--- src/rtl/fifo_arb_pkg.sv ---
// Shared types and defaults for the asymmetric FIFO access arbiter.
package fifo_arb_pkg;

    localparam int unsigned NUM_REQ      = 2;
    localparam int unsigned W_WIDTH_DFLT = 16;
    localparam int unsigned R_WIDTH_DFLT = 8;

    typedef enum logic {
        EMPTY  = 1'b0,
        LOADED = 1'b1
    } rd_state_t;

endpackage

--- src/rtl/fifo_access_arbiter_if.sv ---
// Producer, FIFO-controller and consumer signals of the FIFO access arbiter.
// master: the arbiter's view; slave: the surrounding producers/FIFO/consumer.
interface fifo_access_arbiter_if
    import fifo_arb_pkg::*;
#(
    parameter int unsigned W_WIDTH = W_WIDTH_DFLT,
    parameter int unsigned R_WIDTH = R_WIDTH_DFLT
) ();

    logic [NUM_REQ-1:0] req;
    logic [NUM_REQ-1:0] gnt;
    logic [W_WIDTH-1:0] wdata0;
    logic [W_WIDTH-1:0] wdata1;
    logic               fifo_wr;
    logic [W_WIDTH-1:0] fifo_wdata;
    logic               fifo_full;
    logic               fifo_empty;
    logic               fifo_rd;
    logic [R_WIDTH-1:0] fifo_rdata;
    logic               rd_valid;
    logic               rd_ready;
    logic [R_WIDTH-1:0] rd_data;
    logic               rd_hi;

    modport master (
        input  req, wdata0, wdata1, fifo_full, fifo_empty, fifo_rdata, rd_ready,
        output gnt, fifo_wr, fifo_wdata, fifo_rd, rd_valid, rd_data, rd_hi
    );

    modport slave (
        output req, wdata0, wdata1, fifo_full, fifo_empty, fifo_rdata, rd_ready,
        input  gnt, fifo_wr, fifo_wdata, fifo_rd, rd_valid, rd_data, rd_hi
    );

endinterface

--- src/rtl/rr_arbiter2.sv ---
// Two-requester round-robin arbiter with a burst cap. Grant is combinational
// from registered pointer/burst state; it is suppressed while the FIFO is full.
module rr_arbiter2
    import fifo_arb_pkg::*;
#(
    parameter int unsigned BURST_MAX = 4
) (
    input  logic               clk,
    input  logic               reset_n,
    input  logic               i_en,
    input  logic [NUM_REQ-1:0] i_req,
    input  logic               i_full,
    output logic [NUM_REQ-1:0] o_gnt
);

    logic       r_ptr;
    logic       r_last;
    logic [3:0] r_cnt;

    logic [NUM_REQ-1:0] w_gnt;
    logic [3:0]         w_hold_cnt;
    logic               w_id;

    // Grant selection: single requester wins outright; with both requesting
    // the pointer holder wins unless it has used up its burst allowance.
    always_comb begin
        w_gnt      = '0;
        w_hold_cnt = (r_last == r_ptr) ? r_cnt : '0;
        if (i_en && !i_full) begin
            case (i_req)
                2'b01:   w_gnt = 2'b01;
                2'b10:   w_gnt = 2'b10;
                2'b11: begin
                    if (w_hold_cnt == 4'(BURST_MAX))
                        w_gnt = r_ptr ? 2'b01 : 2'b10;
                    else
                        w_gnt = r_ptr ? 2'b10 : 2'b01;
                end
                default: w_gnt = '0;
            endcase
        end
        w_id = w_gnt[1];
    end

    assign o_gnt = w_gnt;

    // Pointer hands priority to the loser; burst counter tracks repeat grants
    // only while the other producer is competing.
    always_ff @(posedge clk or negedge reset_n) begin
        if (!reset_n) begin
            r_ptr  <= 1'b0;
            r_last <= 1'b0;
            r_cnt  <= '0;
        end else if (w_gnt != '0) begin
            r_ptr  <= ~w_id;
            r_last <= w_id;
            if (i_req[~w_id])
                r_cnt <= (w_id == r_last) ? ((r_cnt == 4'hF) ? r_cnt : r_cnt + 4'd1) : 4'd1;
            else
                r_cnt <= '0;
        end
    end

endmodule

--- src/rtl/fifo_access_arbiter.sv ---
// Write-side arbitration and read-side byte drain for the 16-in / 8-out FIFO.
module fifo_access_arbiter
    import fifo_arb_pkg::*;
#(
    parameter int unsigned W_WIDTH   = W_WIDTH_DFLT,
    parameter int unsigned R_WIDTH   = R_WIDTH_DFLT,
    parameter int unsigned BURST_MAX = 4
) (
    input  logic                   clk,
    input  logic                   reset_n,
    fifo_access_arbiter_if.master  bus
);

    rd_state_t          r_state;
    logic               r_active;
    logic               r_valid;
    logic [R_WIDTH-1:0] r_data;
    logic               r_hi;
    logic               r_tog;

    logic [NUM_REQ-1:0] w_gnt;
    logic [W_WIDTH-1:0] w_wdata;
    logic               w_pop;

    rr_arbiter2 #(
        .BURST_MAX (BURST_MAX)
    ) u_rr (
        .clk     (clk),
        .reset_n (reset_n),
        .i_en    (r_active),
        .i_req   (bus.req),
        .i_full  (bus.fifo_full),
        .o_gnt   (w_gnt)
    );

    // Write path: granted word goes to the FIFO in the grant cycle.
    always_comb begin
        w_wdata = '0;
        if (w_gnt[1])
            w_wdata = bus.wdata1;
        else if (w_gnt[0])
            w_wdata = bus.wdata0;
    end

    assign bus.gnt        = w_gnt;
    assign bus.fifo_wr    = |w_gnt;
    assign bus.fifo_wdata = w_wdata;

    // Pop whenever the output register is free or being drained this cycle.
    assign w_pop       = r_active && !bus.fifo_empty && ((r_state == EMPTY) || bus.rd_ready);
    assign bus.fifo_rd = w_pop;

    // Holds everything off until the first clock edge after reset release.
    always_ff @(posedge clk or negedge reset_n) begin
        if (!reset_n)
            r_active <= 1'b0;
        else
            r_active <= 1'b1;
    end

    // Read FSM with one-entry output register and half-word toggle.
    always_ff @(posedge clk or negedge reset_n) begin
        if (!reset_n) begin
            r_state <= EMPTY;
            r_valid <= 1'b0;
            r_data  <= '0;
            r_hi    <= 1'b0;
            r_tog   <= 1'b1;
        end else if (w_pop) begin
            r_state <= LOADED;
            r_valid <= 1'b1;
            r_data  <= bus.fifo_rdata;
            r_hi    <= r_tog;
            r_tog   <= ~r_tog;
        end else if ((r_state == LOADED) && bus.rd_ready) begin
            r_state <= EMPTY;
            r_valid <= 1'b0;
        end
    end

    assign bus.rd_valid = r_valid;
    assign bus.rd_data  = r_data;
    assign bus.rd_hi    = r_hi;

endmodule
--- src/flat_wrapper.sv ---
// flat-port wrapper written by rule: the top's interface ports become plain ports
module fifo_access_arbiter_flat import fifo_arb_pkg::*;
#(
    parameter int unsigned W_WIDTH   = W_WIDTH_DFLT,
    parameter int unsigned R_WIDTH   = R_WIDTH_DFLT,
    parameter int unsigned BURST_MAX = 4
)
  (clk, reset_n, bus_req, bus_wdata0, bus_wdata1, bus_fifo_full, bus_fifo_empty, bus_fifo_rdata, bus_rd_ready, bus_gnt, bus_fifo_wr, bus_fifo_wdata, bus_fifo_rd, bus_rd_valid, bus_rd_data, bus_rd_hi);
  fifo_access_arbiter_if #(.W_WIDTH(W_WIDTH), .R_WIDTH(R_WIDTH)) bus_i ();
  input  logic clk;
  input  logic reset_n;
  input wire logic [$bits(bus_i.req)-1:0] bus_req;
  input wire logic [$bits(bus_i.wdata0)-1:0] bus_wdata0;
  input wire logic [$bits(bus_i.wdata1)-1:0] bus_wdata1;
  input wire logic [$bits(bus_i.fifo_full)-1:0] bus_fifo_full;
  input wire logic [$bits(bus_i.fifo_empty)-1:0] bus_fifo_empty;
  input wire logic [$bits(bus_i.fifo_rdata)-1:0] bus_fifo_rdata;
  input wire logic [$bits(bus_i.rd_ready)-1:0] bus_rd_ready;
  output wire logic [$bits(bus_i.gnt)-1:0] bus_gnt;
  output wire logic [$bits(bus_i.fifo_wr)-1:0] bus_fifo_wr;
  output wire logic [$bits(bus_i.fifo_wdata)-1:0] bus_fifo_wdata;
  output wire logic [$bits(bus_i.fifo_rd)-1:0] bus_fifo_rd;
  output wire logic [$bits(bus_i.rd_valid)-1:0] bus_rd_valid;
  output wire logic [$bits(bus_i.rd_data)-1:0] bus_rd_data;
  output wire logic [$bits(bus_i.rd_hi)-1:0] bus_rd_hi;
  assign bus_i.req = bus_req;
  assign bus_i.wdata0 = bus_wdata0;
  assign bus_i.wdata1 = bus_wdata1;
  assign bus_i.fifo_full = bus_fifo_full;
  assign bus_i.fifo_empty = bus_fifo_empty;
  assign bus_i.fifo_rdata = bus_fifo_rdata;
  assign bus_i.rd_ready = bus_rd_ready;
  assign bus_gnt = bus_i.gnt;
  assign bus_fifo_wr = bus_i.fifo_wr;
  assign bus_fifo_wdata = bus_i.fifo_wdata;
  assign bus_fifo_rd = bus_i.fifo_rd;
  assign bus_rd_valid = bus_i.rd_valid;
  assign bus_rd_data = bus_i.rd_data;
  assign bus_rd_hi = bus_i.rd_hi;
  fifo_access_arbiter #(.W_WIDTH(W_WIDTH), .R_WIDTH(R_WIDTH), .BURST_MAX(BURST_MAX)) u_core (.clk(clk), .reset_n(reset_n), .bus(bus_i));
endmodule
--- config.mk ---
export PLATFORM = sky130hd
export DESIGN_NAME = fifo_access_arbiter_flat
export DESIGN_NICKNAME = d
export VERILOG_FILES = /design/src/rtl/fifo_arb_pkg.sv /design/src/rtl/fifo_access_arbiter_if.sv /design/src/rtl/rr_arbiter2.sv /design/src/rtl/fifo_access_arbiter.sv /design/src/flat_wrapper.sv
export SDC_FILE = /design/constraint.sdc
export NUM_CORES = 1
export LEC_CHECK = 0
export ABC_AREA = 0
export CAP_MARGIN = 10
export CORE_MARGIN = 4
export CORE_UTILIZATION = 37
export CTS_CLUSTER_SIZE = 28
export DETAILED_ROUTE_END_ITERATION = 6
export HOLD_SLACK_MARGIN = 0.12
export PLACE_DENSITY = 0.85
export SYNTH_ARGS = -nofsm -noshare
export SYNTH_HDL_FRONTEND = slang
export SYNTH_SLANG_ARGS = --single-unit
--- constraint.sdc ---
create_clock -name clk -period 3.04 [get_ports clk]
set_input_delay 0.608 -clock clk [delete_from_list [all_inputs] [get_ports clk]]
set_output_delay 0.608 -clock clk [all_outputs]
set_load 0.03 [all_outputs]
* After elaboration in Yosys (flattened, before gate mapping)
Cells that the tools add are included.
** Storage, ports and cells
- Output and inout port bits :: 30
- Bits in registers :: 18
- Word-level logic and storage cells :: 47
- Bits of input ports :: 47
** Operators by class
- Reduce and logical (&&, ||, !) cells :: 11
- $add $sub $neg :: 1
- Magnitude comparators :: 1
- Multiplexer cells :: 15
- Bitwise operators :: 3
- Equal/unequal tests :: 8
** Operator list (count)
- two-way mux 16 bit :: 2
- two-way mux 4 bit :: 4
- two-way mux 2 bit :: 4
- case mux 2 bit (3 select lines) :: 1
- adder 4 x 1 -> 4 bit, second input constant :: 1
- equality test 2 bit, second input constant :: 2
- equality test 4 x 3 -> 1 bit, second input constant :: 1
- equality test 4 bit, second input constant :: 1
- logical AND 1 bit :: 4
- two-way mux 1 bit :: 4
- nonzero test 2 bit :: 2
- != test 3 bit, second input constant :: 1
- inverter 1 bit :: 3
- equality test 1 bit :: 2
- equality test 2 x 1 -> 1 bit, second input constant :: 1
- logical NOT 1 bit :: 2
- < comparator 1 x 2 -> 1 bit, second input constant :: 1
- AND reduction 2 bit :: 1
- OR reduction 2 bit :: 1
- logical OR 1 bit :: 1

* Depth between registers and ports, before layout
- Depth in word-level cells :: 11
- Mapped depth :: 6
- Mapped depth without buffers :: 5

* By module
A second synthesis with hierarchy kept.
** Unflattened totals
- Cell total of the unflattened synthesis :: 102
- Area, all modules :: 1127.3 um2
** Modules (own cells, without submodules)
- fifo_access_arbiter :: area an instance 686.9 um2, cells an instance 54, sequential area each 301.5 um2, instances 1
- rr_arbiter2 :: area an instance 440.4 um2, cells an instance 48, sequential area each 150.1 um2, instances 1

* Least setup slack after synthesis
Ideal clock, no wire load.
- Path type :: register to output
- Start point :: reg u_core.u_rr.r_cnt[0]
- End point :: out bus_fifo_wdata[10]
- Stages on the path, launching flop included :: 6
- Slack :: 0.580 ns
- Data required time :: 2.432 ns
- Path buffers :: 1
- Arrival time :: 1.852 ns
- Cells stage by stage :: dfrtp_1 nor4b_4 mux2_4 a21oi_4 buf_6 a22o_1
** On the way
- Cells in the longest elaborated chain, start to end :: 7
** Ends and longest elaborated chain
- start, declared :: RTL line rr_arbiter2.sv:18 : logic [3:0] r_cnt;
- start signal, assigned :: RTL line rr_arbiter2.sv:58 : r_cnt <= (w_id == r_last) ? ((r_cnt == 4'hF) ? r_cnt : r_cnt + 4'd1) : 4'd1;
- two-way mux 4 bit :: RTL line rr_arbiter2.sv:28 : w_hold_cnt = (r_last == r_ptr) ? r_cnt : '0;
- equality test 4 x 3 -> 1 bit :: RTL line rr_arbiter2.sv:34 : if (w_hold_cnt == 4'(BURST_MAX))
- two-way mux 2 bit :: RTL line rr_arbiter2.sv:34
- case mux 2 bit (3 select lines) :: RTL line rr_arbiter2.sv:30 : case (i_req)
- two-way mux 2 bit :: RTL line rr_arbiter2.sv:29 : if (i_en && !i_full) begin
- net bus_gnt[0] :: RTL line flat_wrapper.sv:19 : output wire logic [$bits(bus_i.gnt)-1:0] bus_gnt;
- two-way mux 16 bit :: RTL line fifo_access_arbiter.sv:41 : else if (w_gnt[0])
- two-way mux 16 bit :: RTL line fifo_access_arbiter.sv:39 : if (w_gnt[1])
- end, declared :: RTL line flat_wrapper.sv:21 : output wire logic [$bits(bus_i.fifo_wdata)-1:0] bus_fifo_wdata;
The timed path passes the listed nets, and every way through them passes these cells.

* Worst setup path in the final report
- Start point :: reg u_core.u_rr.r_cnt[0]
- End point :: out bus_fifo_wdata[13]
** On the way
- Cells in the longest elaborated chain, start to end :: 7
** Ends and longest elaborated chain (RTL line)
- two-way mux 4 bit * :: rr_arbiter2.sv:28
- equality test 4 x 3 -> 1 bit * :: rr_arbiter2.sv:34
- two-way mux 2 bit * :: rr_arbiter2.sv:34
- case mux 2 bit (3 select lines) * :: rr_arbiter2.sv:30
- two-way mux 2 bit * :: rr_arbiter2.sv:29
- two-way mux 16 bit :: fifo_access_arbiter.sv:41
- two-way mux 16 bit * :: fifo_access_arbiter.sv:39
Every way passes the cells marked *; elsewhere a longest branch is shown, timed or not.

==> reports/qor.csv <==
metric,value,unit
Final nets,222,
Antenna Cells,0,
"flops & latches, synth",18,
Syn Std Cell Area,0.001054,mm2
Max clock buf depth,2,
"EDFF count, synth",0,
setup_tns,0,ps
ANT nets after route,0,
Skew-Pair Late Insertion Delay,280,ps
Worst R2R Path Depth,5,
kind of critical path,reg2out,
sequential cell area fraction in the yosys report,42.87,%
met2 Usage GRT,29.31,%
Clock Skew,5.172,ps
crit path launch type,register,
FF-to-FF setup slack,1100,ps
number of setup buffers added after CTS,0,
RSZ-0062 raised after global routing,false,
syn_area_per_cell,11.21,um2
"Net Count, Synth",142,
cts repair resizes,0,
Root Driver,clkbuf_4,
Top Ports,77,
met3 GRT Util,9.015,%
top-area cell type share of the netlist area,40.38,%
Peak Freq,346.3,MHz
final setup vio count,0,
Most used DFF post-synth,dfrtp_1,
Worst slew margin,48.36,%
Reg2Reg Launch Point,u_core.u_rr.r_cnt[0]$_DFFE_PN0P_,
Placer Congestion,0.7486,
source of the critical timing path,u_core.u_rr.r_cnt[0]$_DFFE_PN0P_,
vias in the first global route,1080,
Leak,0.7973,nW
Die Height,61.36,um
clock sinks,18,
count of warnings emitted by yosys,0,
final wirelength,2845,um
port bufs,76,
final hold viol count,0,
Cell variety after synth,30,
H-tree levels,1,
minimum clock period,2887,ps
fraction of layout instances using a drive strength above 1,23.12,%
CP Data Arrival Time,2280,ps
cell count after synthesis,94,
asr flop ratio synth,100.0,%
PwrDens,426.4,mW/mm2
Critical Path RT,2430,ps
HP Class,reg2reg,
"most common cell after layout, fill and taps aside",clkdlybuf4s50_1,
"Hold-fix buffers, CTS",0,
1st-iter DRT viols,16,
die extent in x,61.36,um
pin slew with the least headroom to its limit,772.2,ps
P&R area growth vs syn,72.68,%
CP endpoint,bus_fifo_wdata[13],
Worst setup EP type,output port,
row cnt,19,
post-synth top area cell,dfrtp_1,
Peak VDD IR,459.1,uV
TritonRoute pass-1 iters,4,
Detail Placement HPWL,2467,um
CTS tree,done,
Die ar.,0.003765,mm2
status,completed,
total CTS buffers,3,
max cap viols,0,
Vias,1032,
met1 Use GR,13.28,%
"commonest cells after routing, fill and taps aside","clkdlybuf4s50_1, buf_4, dfrtp_1, a22o_1, mux2_2",
Final Max Tran Viols,0,
first-pass GRT wire length,4298,um
R2R Path End,u_core.u_rr.r_last$_DFFE_PN0P_,
via density per instance,5.059,
initial antenna violation count,0,
grt peak-use layer,met2,
top fanout value on the critical path,18,
drt wl/cell,13.95,um
WHS,511.9,ps
Placeable Area,0.002734,mm2
largest net degree at the start of global routing,19,
Area contributors post-synth,"dfrtp_1, a22o_1, mux2_2",
Starting Density,38.54,%
Tcrit/Tclk final,94.98,%
gr ovfl total,0,
Overall Global Routing Usage,15.34,%
residual DRC count,0,
clock slew at reported path FFs,90,ps
[registers in the layout (all words and copies together), names as in the netlist]
| name | cells |
|---|---|
| u_core.bus.rd_data | 8 |
| u_core.u_rr.r_cnt | 4 |
| u_core.bus.rd_hi | 1 |
| u_core.bus.rd_valid | 1 |
| u_core.r_active | 1 |
| u_core.r_tog | 1 |
| u_core.u_rr.r_last | 1 |
| u_core.u_rr.r_ptr | 1 |
[report_power, final]
| part | total, mW | switching (mW) | internal, mW |
|---|---|---|---|
| registers | 0.325 | 0.0357 | 0.290 |
| logic | 0.334 | 0.159 | 0.175 |
| clock network | 0.117 | 0.0657 | 0.0509 |
[logic make-up (layout without fill, tap and decap cells)]
logic type / count (synthesis) / after routing / synth area share (%)
compound gates: 31 / 31 / 22.92
xor+xnor: 3 / 3 / 2.495
fa+ha+maj: 1 / 1 / 1.187
buf+inv: 10 / 89 / 6.650
flops: 18 / 18 / 42.87
mux: 11 / 11 / 12.11
other cells: 1 / 1 / 0.3560
simple gates: 19 / 19 / 11.40
[worst min path at each step]
stage / from / to / cells past startpoint
floorplan: reset_n / u_core.bus.rd_data[0]$_DFFE_PN0P_ / 0
global placement: u_core.bus.rd_data[2]$_DFFE_PN0P_ / u_core.bus.rd_data[2]$_DFFE_PN0P_ / 1
detailed placement: u_core.bus.rd_data[1]$_DFFE_PN0P_ / u_core.bus.rd_data[1]$_DFFE_PN0P_ / 1
CTS: u_core.bus.rd_data[1]$_DFFE_PN0P_ / u_core.bus.rd_data[1]$_DFFE_PN0P_ / 1
global route: u_core.bus.rd_data[4]$_DFFE_PN0P_ / u_core.bus.rd_data[4]$_DFFE_PN0P_ / 1
finish: u_core.bus.rd_data[1]$_DFFE_PN0P_ / u_core.bus.rd_data[1]$_DFFE_PN0P_ / 1
[layer usage]
metal / vias to the layer above / wire length, um / share of wire [%]
met5: - / 0 / 0
met4: 0 / 16 / 0.56
met3: 2 / 518 / 18
met2: 66 / 1368 / 48
met1: 457 / 942 / 33
li1: 507 / - / -
[worst max-delay path, stage by stage (launching register included)]
cell and delay (ps):
dfrtp_1 460, nor4b_4 380, mux2_4 360, a21oi_4 410
a22o_1 260, buf_12 130
[synth_stat cells, drive strengths merged, types with 2 or more instances]
library cell / count
a21oi: 4
a22o: 16
buf: 4
dfrtp: 17
inv: 6
mux2: 11
nand2: 5
nand3: 2
nand4b: 2
nor2: 4
o21ai: 6
xor2: 3
[layout make-up]
class / instances / area, um2
Sequential cell: 18 / 451.7
Inverter: 6 / 22.52
Fill cell: 223 / 914.6
Timing Repair Buffer: 79 / 748.2
Multi-Input combinational cell: 66 / 531.8
Tap cell: 31 / 38.79
Clock buffer: 4 / 26.28
[stage by stage]
step / utilization (%) / cells / instance area, um2 / power [mW] / setup slack [ps]
6_report: 66.54 / 204 / 1819 / 0.7757 / 152.6
4_1_cts: 66.54 / 204 / 1819 / 0.7876 / 108.8
3_5_place_dp: 65.58 / 200 / 1793 / 0.6684 / 220.4
5_1_grt: 66.54 / 204 / 1819 / 0.8245 / 22.51
2_1_floorplan: - / 94 / 1054 / 0.5044 / 580.0
3_3_place_gp: 65.58 / 200 / 1793 / 0.6590 / 232.2
(Power assumes the default switching activity.)
